File: src/rtl/multdiv_unit.sv
// multdiv_unit: iterative signed 32-bit multiply (radix-2 Booth) and divide
// (non-restoring on magnitudes with a sign fix-up at the end). Each operation
// takes 32 iterations after the start edge, then one DONE cycle strobes
// data_resultRDY. A new start is accepted in any state and restarts the unit.
//
// Optional feature macro: MULTDIV_DIVZERO_FAST_EN
//   defined   -> a divide with a zero divisor jumps straight to DONE on the
//                start edge
//   undefined -> a divide by zero runs the full 32 iterations like any divide
module multdiv_unit #(
  parameter int WIDTH = 32
) (
  input  logic             clock,
  input  logic             reset,
  input  logic [WIDTH-1:0] data_operandA,
  input  logic [WIDTH-1:0] data_operandB,
  input  logic             ctrl_MULT,
  input  logic             ctrl_DIV,
  output logic [WIDTH-1:0] data_result,
  output logic             data_exception,
  output logic             data_resultRDY,
  output logic             busy
);

  typedef enum logic [1:0] {
    IDLE = 2'd0,
    MUL  = 2'd1,
    DIV  = 2'd2,
    DONE = 2'd3
  } state_t;

  localparam logic [5:0] LAST_ITER = 6'd31;

  state_t             r_state;
  logic [5:0]         r_count;

  // Booth datapath: multiplicand sign-extended by one bit, and the product
  // register laid out as {accumulator(WIDTH+1), multiplier(WIDTH), q-1}.
  logic [WIDTH:0]     r_mcand;
  logic [2*WIDTH+1:0] r_prod;

  // Divide datapath: signed partial remainder two bits wider than the
  // divisor, quotient register that starts out holding the dividend magnitude.
  logic [WIDTH+1:0]   r_rem;
  logic [WIDTH-1:0]   r_quo;
  logic [WIDTH-1:0]   r_divisor;
  logic               r_divNeg;
  logic               r_divZero;
  logic               r_divOvf;

  logic [WIDTH-1:0]   r_result;
  logic               r_exception;
  logic               r_rdy;
  logic               r_busy;

  logic [WIDTH:0]     w_boothHi;
  logic [WIDTH:0]     w_boothSum;
  logic [2*WIDTH+1:0] w_boothNext;
  logic [WIDTH:0]     w_prodTop;
  logic               w_mulOvf;

  logic [WIDTH+1:0]   w_remShift;
  logic [WIDTH+1:0]   w_divisorExt;
  logic [WIDTH+1:0]   w_remNext;
  logic [WIDTH-1:0]   w_quoNext;
  logic [WIDTH-1:0]   w_divResult;

  logic [WIDTH-1:0]   w_magA;
  logic [WIDTH-1:0]   w_magB;

  assign w_magA = data_operandA[WIDTH-1] ? (~data_operandA + 1'b1) : data_operandA;
  assign w_magB = data_operandB[WIDTH-1] ? (~data_operandB + 1'b1) : data_operandB;

  assign w_boothHi = r_prod[2*WIDTH+1:WIDTH+1];

  // Booth recoding of the current multiplier bit pair: add, subtract or keep.
  always_comb begin
    w_boothSum = w_boothHi;
    case (r_prod[1:0])
      2'b01:   w_boothSum = w_boothHi + r_mcand;
      2'b10:   w_boothSum = w_boothHi - r_mcand;
      default: w_boothSum = w_boothHi;
    endcase
  end

  assign w_boothNext = {w_boothSum[WIDTH], w_boothSum, r_prod[WIDTH:1]};
  assign w_prodTop   = w_boothNext[2*WIDTH:WIDTH];
  assign w_mulOvf    = !((&w_prodTop) || !(|w_prodTop));

  assign w_remShift   = {r_rem[WIDTH:0], r_quo[WIDTH-1]};
  assign w_divisorExt = {2'b00, r_divisor};
  assign w_remNext    = r_rem[WIDTH+1] ? (w_remShift + w_divisorExt)
                                       : (w_remShift - w_divisorExt);
  assign w_quoNext    = {r_quo[WIDTH-2:0], ~w_remNext[WIDTH+1]};

  // Final divide value with the sign fix-up and the divide-by-zero override.
  always_comb begin
    w_divResult = w_quoNext;
    if (r_divZero) begin
      w_divResult = '0;
    end else if (r_divNeg) begin
      w_divResult = ~w_quoNext + 1'b1;
    end
  end

  // Control FSM plus both datapaths; a start pulse always takes priority.
  always_ff @(posedge clock or posedge reset) begin
    if (reset) begin
      r_state     <= IDLE;
      r_count     <= '0;
      r_mcand     <= '0;
      r_prod      <= '0;
      r_rem       <= '0;
      r_quo       <= '0;
      r_divisor   <= '0;
      r_divNeg    <= 1'b0;
      r_divZero   <= 1'b0;
      r_divOvf    <= 1'b0;
      r_result    <= '0;
      r_exception <= 1'b0;
      r_rdy       <= 1'b0;
      r_busy      <= 1'b0;
    end else if (ctrl_MULT || ctrl_DIV) begin
      r_count   <= '0;
      r_mcand   <= {data_operandA[WIDTH-1], data_operandA};
      r_prod    <= {{(WIDTH+1){1'b0}}, data_operandB, 1'b0};
      r_rem     <= '0;
      r_quo     <= w_magA;
      r_divisor <= w_magB;
      r_divNeg  <= data_operandA[WIDTH-1] ^ data_operandB[WIDTH-1];
      r_divZero <= (data_operandB == '0);
      r_divOvf  <= (data_operandA == {1'b1, {(WIDTH-1){1'b0}}}) &&
                   (data_operandB == {WIDTH{1'b1}});
      r_rdy     <= 1'b0;
      if (ctrl_MULT) begin
        r_state <= MUL;
        r_busy  <= 1'b1;
      end else begin
`ifdef MULTDIV_DIVZERO_FAST_EN
        if (data_operandB == '0) begin
          r_state     <= DONE;
          r_result    <= '0;
          r_exception <= 1'b1;
          r_rdy       <= 1'b1;
          r_busy      <= 1'b0;
        end else begin
          r_state <= DIV;
          r_busy  <= 1'b1;
        end
`else
        r_state <= DIV;
        r_busy  <= 1'b1;
`endif
      end
    end else begin
      case (r_state)
        MUL: begin
          r_prod  <= w_boothNext;
          r_count <= r_count + 6'd1;
          if (r_count == LAST_ITER) begin
            r_state     <= DONE;
            r_result    <= w_boothNext[WIDTH:1];
            r_exception <= w_mulOvf;
            r_rdy       <= 1'b1;
            r_busy      <= 1'b0;
          end
        end
        DIV: begin
          r_rem   <= w_remNext;
          r_quo   <= w_quoNext;
          r_count <= r_count + 6'd1;
          if (r_count == LAST_ITER) begin
            r_state     <= DONE;
            r_result    <= w_divResult;
            r_exception <= r_divZero || r_divOvf;
            r_rdy       <= 1'b1;
            r_busy      <= 1'b0;
          end
        end
        DONE: begin
          r_state <= IDLE;
          r_rdy   <= 1'b0;
        end
        default: begin
          r_state <= IDLE;
          r_rdy   <= 1'b0;
          r_busy  <= 1'b0;
        end
      endcase
    end
  end

  assign data_result    = r_result;
  assign data_exception = r_exception;
  assign data_resultRDY = r_rdy;
  assign busy           = r_busy;

endmodule

File: config.mk
export PLATFORM = sky130hd
export DESIGN_NAME = multdiv_unit
export DESIGN_NICKNAME = d
export VERILOG_FILES = /design/src/rtl/multdiv_unit.sv
export SDC_FILE = /design/constraint.sdc
export NUM_CORES = 1
export LEC_CHECK = 0
export BUFFER_PORTS_ARGS = -buffer_cell sky130_fd_sc_hd__buf_2
export CAP_MARGIN = 10
export CORE_MARGIN = 2
export CORE_UTILIZATION = 44
export CTS_CLUSTER_SIZE = 8
export DETAILED_ROUTE_END_ITERATION = 16
export SLEW_MARGIN = 20
export SYNTH_ARGS = -nofsm -noshare
export SYNTH_HDL_FRONTEND = slang
export SYNTH_SLANG_ARGS = --single-unit
File: constraint.sdc
create_clock -name clock -period 13.2 [get_ports clock]
set_input_delay 1.32 -clock clock [delete_from_list [all_inputs] [get_ports clock]]
set_output_delay 1.32 -clock clock [all_outputs]
set_load 0.01 [all_outputs]
# Word level (Yosys, flattened, before mapping)
# Index checks and enable logic that the tools add are counted.
# totals
regBits	242
in_bits	68
wordCells	86
output_inout_bits	35
# classes
bitwise_logic	6
mux	30
n_eq_ne	12
add_sub_neg	8
reduce_logical	16
# ops
op	n
32-bit 2-to-1 mux	8
66-bit 2-to-1 mux	2
34-bit 2-to-1 mux	3
32-bit by 1-bit adder with 32-bit output (second input constant)	3
32-bit inverter	3
33-bit one-hot mux with 2 select lines	1
32-bit equality test (second input constant)	2
32-bit one-hot mux with 2 select lines	1
34-bit by 32-bit adder with 34-bit output	1
34-bit by 32-bit subtractor with 34-bit output	1
33-bit adder	1
33-bit AND reduction	1
33-bit OR reduction	1
33-bit subtractor	1
32-bit zero test	1
6-bit 2-to-1 mux	2
2-bit 2-to-1 mux	4
2-bit nonzero test	4
1-bit 2-to-1 mux	7
6-bit by 1-bit adder with 6-bit output (second input constant)	1
2-bit equality test (second input constant)	3
6-bit by 5-bit equality test with 1-bit output (second input constant)	1
2-bit != test (second input constant)	3
2-bit by 1-bit equality test with 1-bit output (second input constant)	2
other kinds (10)	15

# Longest topological paths before layout
# depth
word_depth	9
depth_mapped	27
depth_no_buf	27

# Worst setup path before layout
# Ideal clock, no wire load.
# synth_path
path_type	reg2reg
start	register r_divisor[2]
end	register r_result[28], in the netlist data_result[28]
period_less_slack_ns	5.114
slack_ns	8.086
setup_ns	0.126
arrival_time_ns	4.988
required_ns	13.074
path_stages_with_launch	26
n_path_buf	0
cell_sequence	dfrtp_1 -> nor4_2 -> nand2_1 -> nor2_1 -> nand3_1 -> or3_1 -> nor2_1 -> nand2_1 -> nor2_1 -> a21oi_1 -> xnor2_1 -> ha_1 -> nand3_1 -> o21ai_0 -> nor3_1 -> a211oi_2 -> o2111ai_2 -> inv_1 -> ha_1 -> nand2_1 -> or2_2 -> nand2b_1 -> o31ai_1 -> xnor2_1 -> a221oi_1 -> nor2_1
# synth_via
elab_chain_len	9
elab_cells_between_ends	10
cone_classes	add/sub (3); mux (5); bitwise (2)
# synth_rtl
element	line_no	rtl
start, declared	46	logic [WIDTH-1:0] r_divisor;
start signal, assigned	129	r_divisor <= w_magB;
34-bit by 32-bit subtractor with 34-bit output / 34-bit by 32-bit adder with 34-bit output (equally long branches)	93, 92	
34-bit 2-to-1 mux (*)	92	assign w_remNext = r_rem[WIDTH+1] ? (w_remShift + w_divisorExt)
1-bit inverter (*)	94	assign w_quoNext = {r_quo[WIDTH-2:0], ~w_remNext[WIDTH+1]};
32-bit inverter (*)	102	w_divResult = ~w_quoNext + 1'b1;
32-bit by 1-bit adder with 32-bit output (*)	102	
32-bit 2-to-1 mux (*)	101	end else if (r_divNeg) begin
32-bit 2-to-1 mux (*)	99	if (r_divZero) begin
32-bit 2-to-1 mux (*)	172	if (r_count == LAST_ITER) begin
32-bit one-hot mux with 2 select lines (*)	156	case (r_state)
end signal, assigned	162	r_result <= w_boothNext[WIDTH:1];
end signal, assigned	174	r_result <= w_divResult;
end, declared	51	logic [WIDTH-1:0] r_result;
# Every way passes the cells marked *; elsewhere a longest branch is shown, timed or not. The select of a mux whose other input is x is not followed.
# A chain may end at the register's enable or synchronous reset.

# Worst setup path in the final report
# layout_path
start	register r_divisor[2]
end	register r_result[26], in the netlist data_result[26]
# The elaborated chain is that of the path after synthesis.

==> flow_summary.toml <==
[synthesis]
synth.cell_area_mm2 = 0.0177
synth_ff_type = "sky130_fd_sc_hd__dfrtp_1"
synth-seq-cells = 241
ranking_of_synthesized_cells_by_area = "sky130_fd_sc_hd__dfrtp_1 34%, sky130_fd_sc_hd__mux2i_1 5.7%, sky130_fd_sc_hd__ha_1 5.4%, sky130_fd_sc_hd__xnor2_1 5.4%, sky130_fd_sc_hd__nor2_1 5.3%"
fraction_of_synthesized_cell_area_in_xor_and_xnor_cells_pct = 9.23
share_of_synthesized_registers_carrying_an_async_set_or_reset_pct = 100
sequential_to_total_area_share_from_yosys_stat_pct = 34.2
synthesis.instances = 2126
number_of_enable_flip_flop_cells_after_synthesis = 0
synth.lib_cells_used.distinct = 85
synth_top_cells_by_count = "248 x sky130_fd_sc_hd__nor2_1, 246 x sky130_fd_sc_hd__nand2_1, 241 x sky130_fd_sc_hd__dfrtp_1, 161 x sky130_fd_sc_hd__o21ai_0, 151 x sky130_fd_sc_hd__a21oi_1"
yosys.cell_count.top_type = "sky130_fd_sc_hd__nor2_1"
synth_compound_area_share_pct = 20.1
synth-adder-area-share_pct = 5.61
synthesis.yosys.warnings = 0
post_synth_and_or_nand_nor_area_fraction_pct = 21.1
synthesis.area_per_instance_um2 = 8.30
synth_top_family_by_area = "simple AND/OR/NAND/NOR gates"
synth_nets = 2272
netlist.area_leader.share_pct = 34.2
synth_mux_area_share_pct = 5.98
post-synth-top-area-cell = "sky130_fd_sc_hd__dfrtp_1"

[routing]
met1_length_mm = 24.2
postRouteWirelength_mm = 52.6
maxUsedRoutingLayer = "met5"
route.antenna.remaining_nets = 0
detailedRoute.firstIterationViolations = 1277
wire_length_per_cell_um = 19.5
wl_met3_mm = 2.73
via_per_inst = 5.90
detail_route.drc_violations = 0
route.met2.wl_mm = 24.5
firstDrtPassIters = 5
route.vias.total = 15900

[floorplanning]
placeableCoreArea_mm2 = 0.0396
floorplan.die.width_um = 204
floorplan.die_area_mm2 = 0.0417
chipHeight_um = 204
std_cell_rows = 73
initial_standard_cell_utilization_of_the_core_pct = 44.5
io-pin-count = 103

[global_route]
vias_in_the_first_global_route = 15100
grt_start_max_net_pins = 106
grt-ovfl-total = 0
gr_util_all_layers_pct = 25.3
grt_antenna_before_repair = 1
grt_pass1_wl_mm = 84.2

[place]
dp.final_hpwl_mm = 38.1
gpl.final_weighted_congestion = 0.935
portBuffers = 102

[min_path]
hold_path_class = "flip-flop to flip-flop"

[power]
p_sw_share_pct = 35.7
clock_power_share_pct = 33.4
power.density_cell_area_mw_per_mm2 = 129
post-layout-total-power_mw = 2.52
p_comb_share_pct = 29.4
static-leakage-power_nw = 8.35
internal_power_contribution_mw = 1.62
switching_power_mw = 0.899
ir_drop_mv = 0.0825
power.sequential.fraction_pct = 37.2

[clock_tree]
htree_levels = 2
cts.repair.resized = 0
source_to_sink_clock_delay_at_the_later_pin_of_the_worst_skew_pair_ns = 0.55
clock_tree_from_tritoncts = "yes"
cts_setup_buffers = 0
clk_path_buf_depth = 3
clk_slew_on_worst_s_h_paths_ns = 0.05
cts_hold_buffers = 0
ctsRootBufferMaster = "sky130_fd_sc_hd__clkbuf_16"
sinks_on_the_clock_net = 241
cts-buffers-inserted = 36

[final_layout]
layout-drive-gt1-share_pct = 8.90
insertedDiodeCount = 0
fillCellCount = 3883
layout-area-overhead-vs-synth_pct = 10.5
final_nets = 2310

[sta]
slew-limit-headroom_pct = 27.9
maxClockFrequency_ghz = 0.164
setup_violations = 0
finalSetupTns_ns = 0
final.period_utilization_pct = 46.1
worst-slew-pin-transition_ns = 1.08
finalMaxSlewViolations = 0
timing.clock.skew_ns = 0.0203
fin_crit_ns = 6.08
grt_setup_unrepaired = "false"
final_hold_viol_count = 0

[run]
drv.max_cap_violation_count = 0

[run_status]
run_status = "completed"

[setup_path]
r2r_slack_ns = 7.12
type_of_destination_of_the_critical_path = "flip-flop"
critical_path.max_fanout = 10
arrival_time_worst_endpoint_ns = 6.50
critPathKind = "flip-flop to flip-flop"
cp.required_ns = 13.62
critPathLaunchType = "flip-flop"
[routing by layer]
metal | vias up | global-route usage, %
met5 | - | 0
met4 | 2 | 6.78
met3 | 81 | 3.78
met2 | 408 | 41.4
met1 | 7698 | 35.0
li1 | 7700 | -
[cell usage in the layout, fill, tap and decap left out, types with 14 or more instances in the layout]
cell,instances
sky130_fd_sc_hd__and3_1,21
sky130_fd_sc_hd__nor3_1,53
sky130_fd_sc_hd__mux2i_1,101
sky130_fd_sc_hd__buf_4,15
sky130_fd_sc_hd__inv_1,55
sky130_fd_sc_hd__o31ai_1,34
sky130_fd_sc_hd__ha_1,74
sky130_fd_sc_hd__nand2_1,246
sky130_fd_sc_hd__xnor2_1,108
sky130_fd_sc_hd__a221oi_1,18
sky130_fd_sc_hd__a21oi_1,151
sky130_fd_sc_hd__or3_1,33
sky130_fd_sc_hd__a211oi_1,26
sky130_fd_sc_hd__a31oi_1,24
sky130_fd_sc_hd__and2_1,14
sky130_fd_sc_hd__dfrtp_1,241
sky130_fd_sc_hd__nand4_1,24
sky130_fd_sc_hd__buf_2,102
sky130_fd_sc_hd__nor2_1,247
sky130_fd_sc_hd__o21ai_0,161
sky130_fd_sc_hd__a21o_1,21
sky130_fd_sc_hd__nand2b_1,21
sky130_fd_sc_hd__nor4_1,16
sky130_fd_sc_hd__nand3_1,31
sky130_fd_sc_hd__or4_1,23
sky130_fd_sc_hd__clkbuf_16,36
sky130_fd_sc_hd__xor2_1,78
[cell families (layout without fill, tap and decap cells)]
family / after synthesis / in the layout
adders and majority gates: 78 / 78
buffers and inverters: 176 / 219
DFF: 241 / 241
muxes: 105 / 105
and+or+nand+nor: 789 / 789
AOI/OAI and AO/OA: 551 / 551
xor gates and xnor gates: 186 / 186
[metrics by stage]
| stage | hold WS, ns | util [%] | cells | setup WS [ns] | instance area [um2] |
|---|---|---|---|---|---|
| floorplan | 0.457 | - | 2126 | 5.26 | 17700 |
| CTS | 0.512 | 49.2 | 2694 | 7.13 | 19500 |
| finish | 0.507 | 49.2 | 2694 | 7.12 | 19500 |
| global route | 0.522 | 49.2 | 2694 | 6.37 | 19500 |
| global placement | 0.492 | 46.8 | 2651 | 7.29 | 18500 |
| detailed placement | 0.502 | 46.8 | 2651 | 7.16 | 18500 |
[power groups by stage]
| stage | clock network [mW] | registers (mW) | logic, mW |
|---|---|---|---|
| 2_1_floorplan | 0 | 0.921 | 0.515 |
| 3_3_place_gp | 0 | 0.942 | 0.725 |
| 3_5_place_dp | 0 | 0.945 | 0.734 |
| 4_1_cts | 0.862 | 0.933 | 0.738 |
| 5_1_grt | 0.892 | 0.945 | 0.824 |
| 6_report | 0.841 | 0.935 | 0.740 |
[flip-flops by register name, indices dropped and copies added (netlist names)]
signal          cells
data_result        32
r_count             6
r_prod             65
r_divOvf            1
r_state             2
r_mcand            32
r_divNeg            1
data_exception      1
r_divisor          32
r_rem              34
r_quo              32
data_resultRDY      1
r_divZero           1
busy                1
[layout make-up]
cell class / count / area (um2) / area share [%]
multi-input combinational: 1709 / 11000 / 56.4
sequential: 241 / 6030 / 30.9
clock buffer: 41 / 940 / 4.82
tap: 525 / 657 / 3.37
timing repair buffer: 118 / 634 / 3.25
inverter: 58 / 225 / 1.15
clock inverter: 2 / 25.0 / 0.128
[worst max-delay path, stage by stage, from the launching register on]
cell and delay [ns]:
sky130_fd_sc_hd__dfrtp_1 0.44, sky130_fd_sc_hd__nor4_2 0.41, sky130_fd_sc_hd__nand2_1 0.09, sky130_fd_sc_hd__nor2_1 0.27, sky130_fd_sc_hd__nand3_1 0.20, sky130_fd_sc_hd__or3_1 0.39
sky130_fd_sc_hd__nor2_1 0.21, sky130_fd_sc_hd__nand2_1 0.11, sky130_fd_sc_hd__nor2_1 0.21, sky130_fd_sc_hd__a21oi_1 0.12, sky130_fd_sc_hd__xnor2_1 0.15, sky130_fd_sc_hd__ha_1 0.38
sky130_fd_sc_hd__nand3_1 0.12, sky130_fd_sc_hd__o21ai_0 0.32, sky130_fd_sc_hd__nor3_1 0.11, sky130_fd_sc_hd__a211oi_2 0.25, sky130_fd_sc_hd__o2111ai_2 0.32, sky130_fd_sc_hd__inv_1 0.18
sky130_fd_sc_hd__ha_1 0.19, sky130_fd_sc_hd__nand2_1 0.13, sky130_fd_sc_hd__or2_2 0.38, sky130_fd_sc_hd__nand2b_1 0.25, sky130_fd_sc_hd__o31ai_1 0.30, sky130_fd_sc_hd__xnor2_1 0.09
sky130_fd_sc_hd__a221oi_1 0.27, sky130_fd_sc_hd__nor2_1 0.07
[path summary, 6_finish.rpt]
check	start	endpoint	depth (start not counted)
min in group asynchronous	reset	r_rem[2]	2
max in group asynchronous	reset	r_prod[63]	3
worst min register to register	data_result[21]	data_result[21]	2
worst max-delay path	r_divisor[2]	data_result[26]	25
worst min-delay path	data_result[21]	data_result[21]	2
worst max register to register	r_divisor[2]	data_result[26]	25
(Power assumes the default switching activity.)
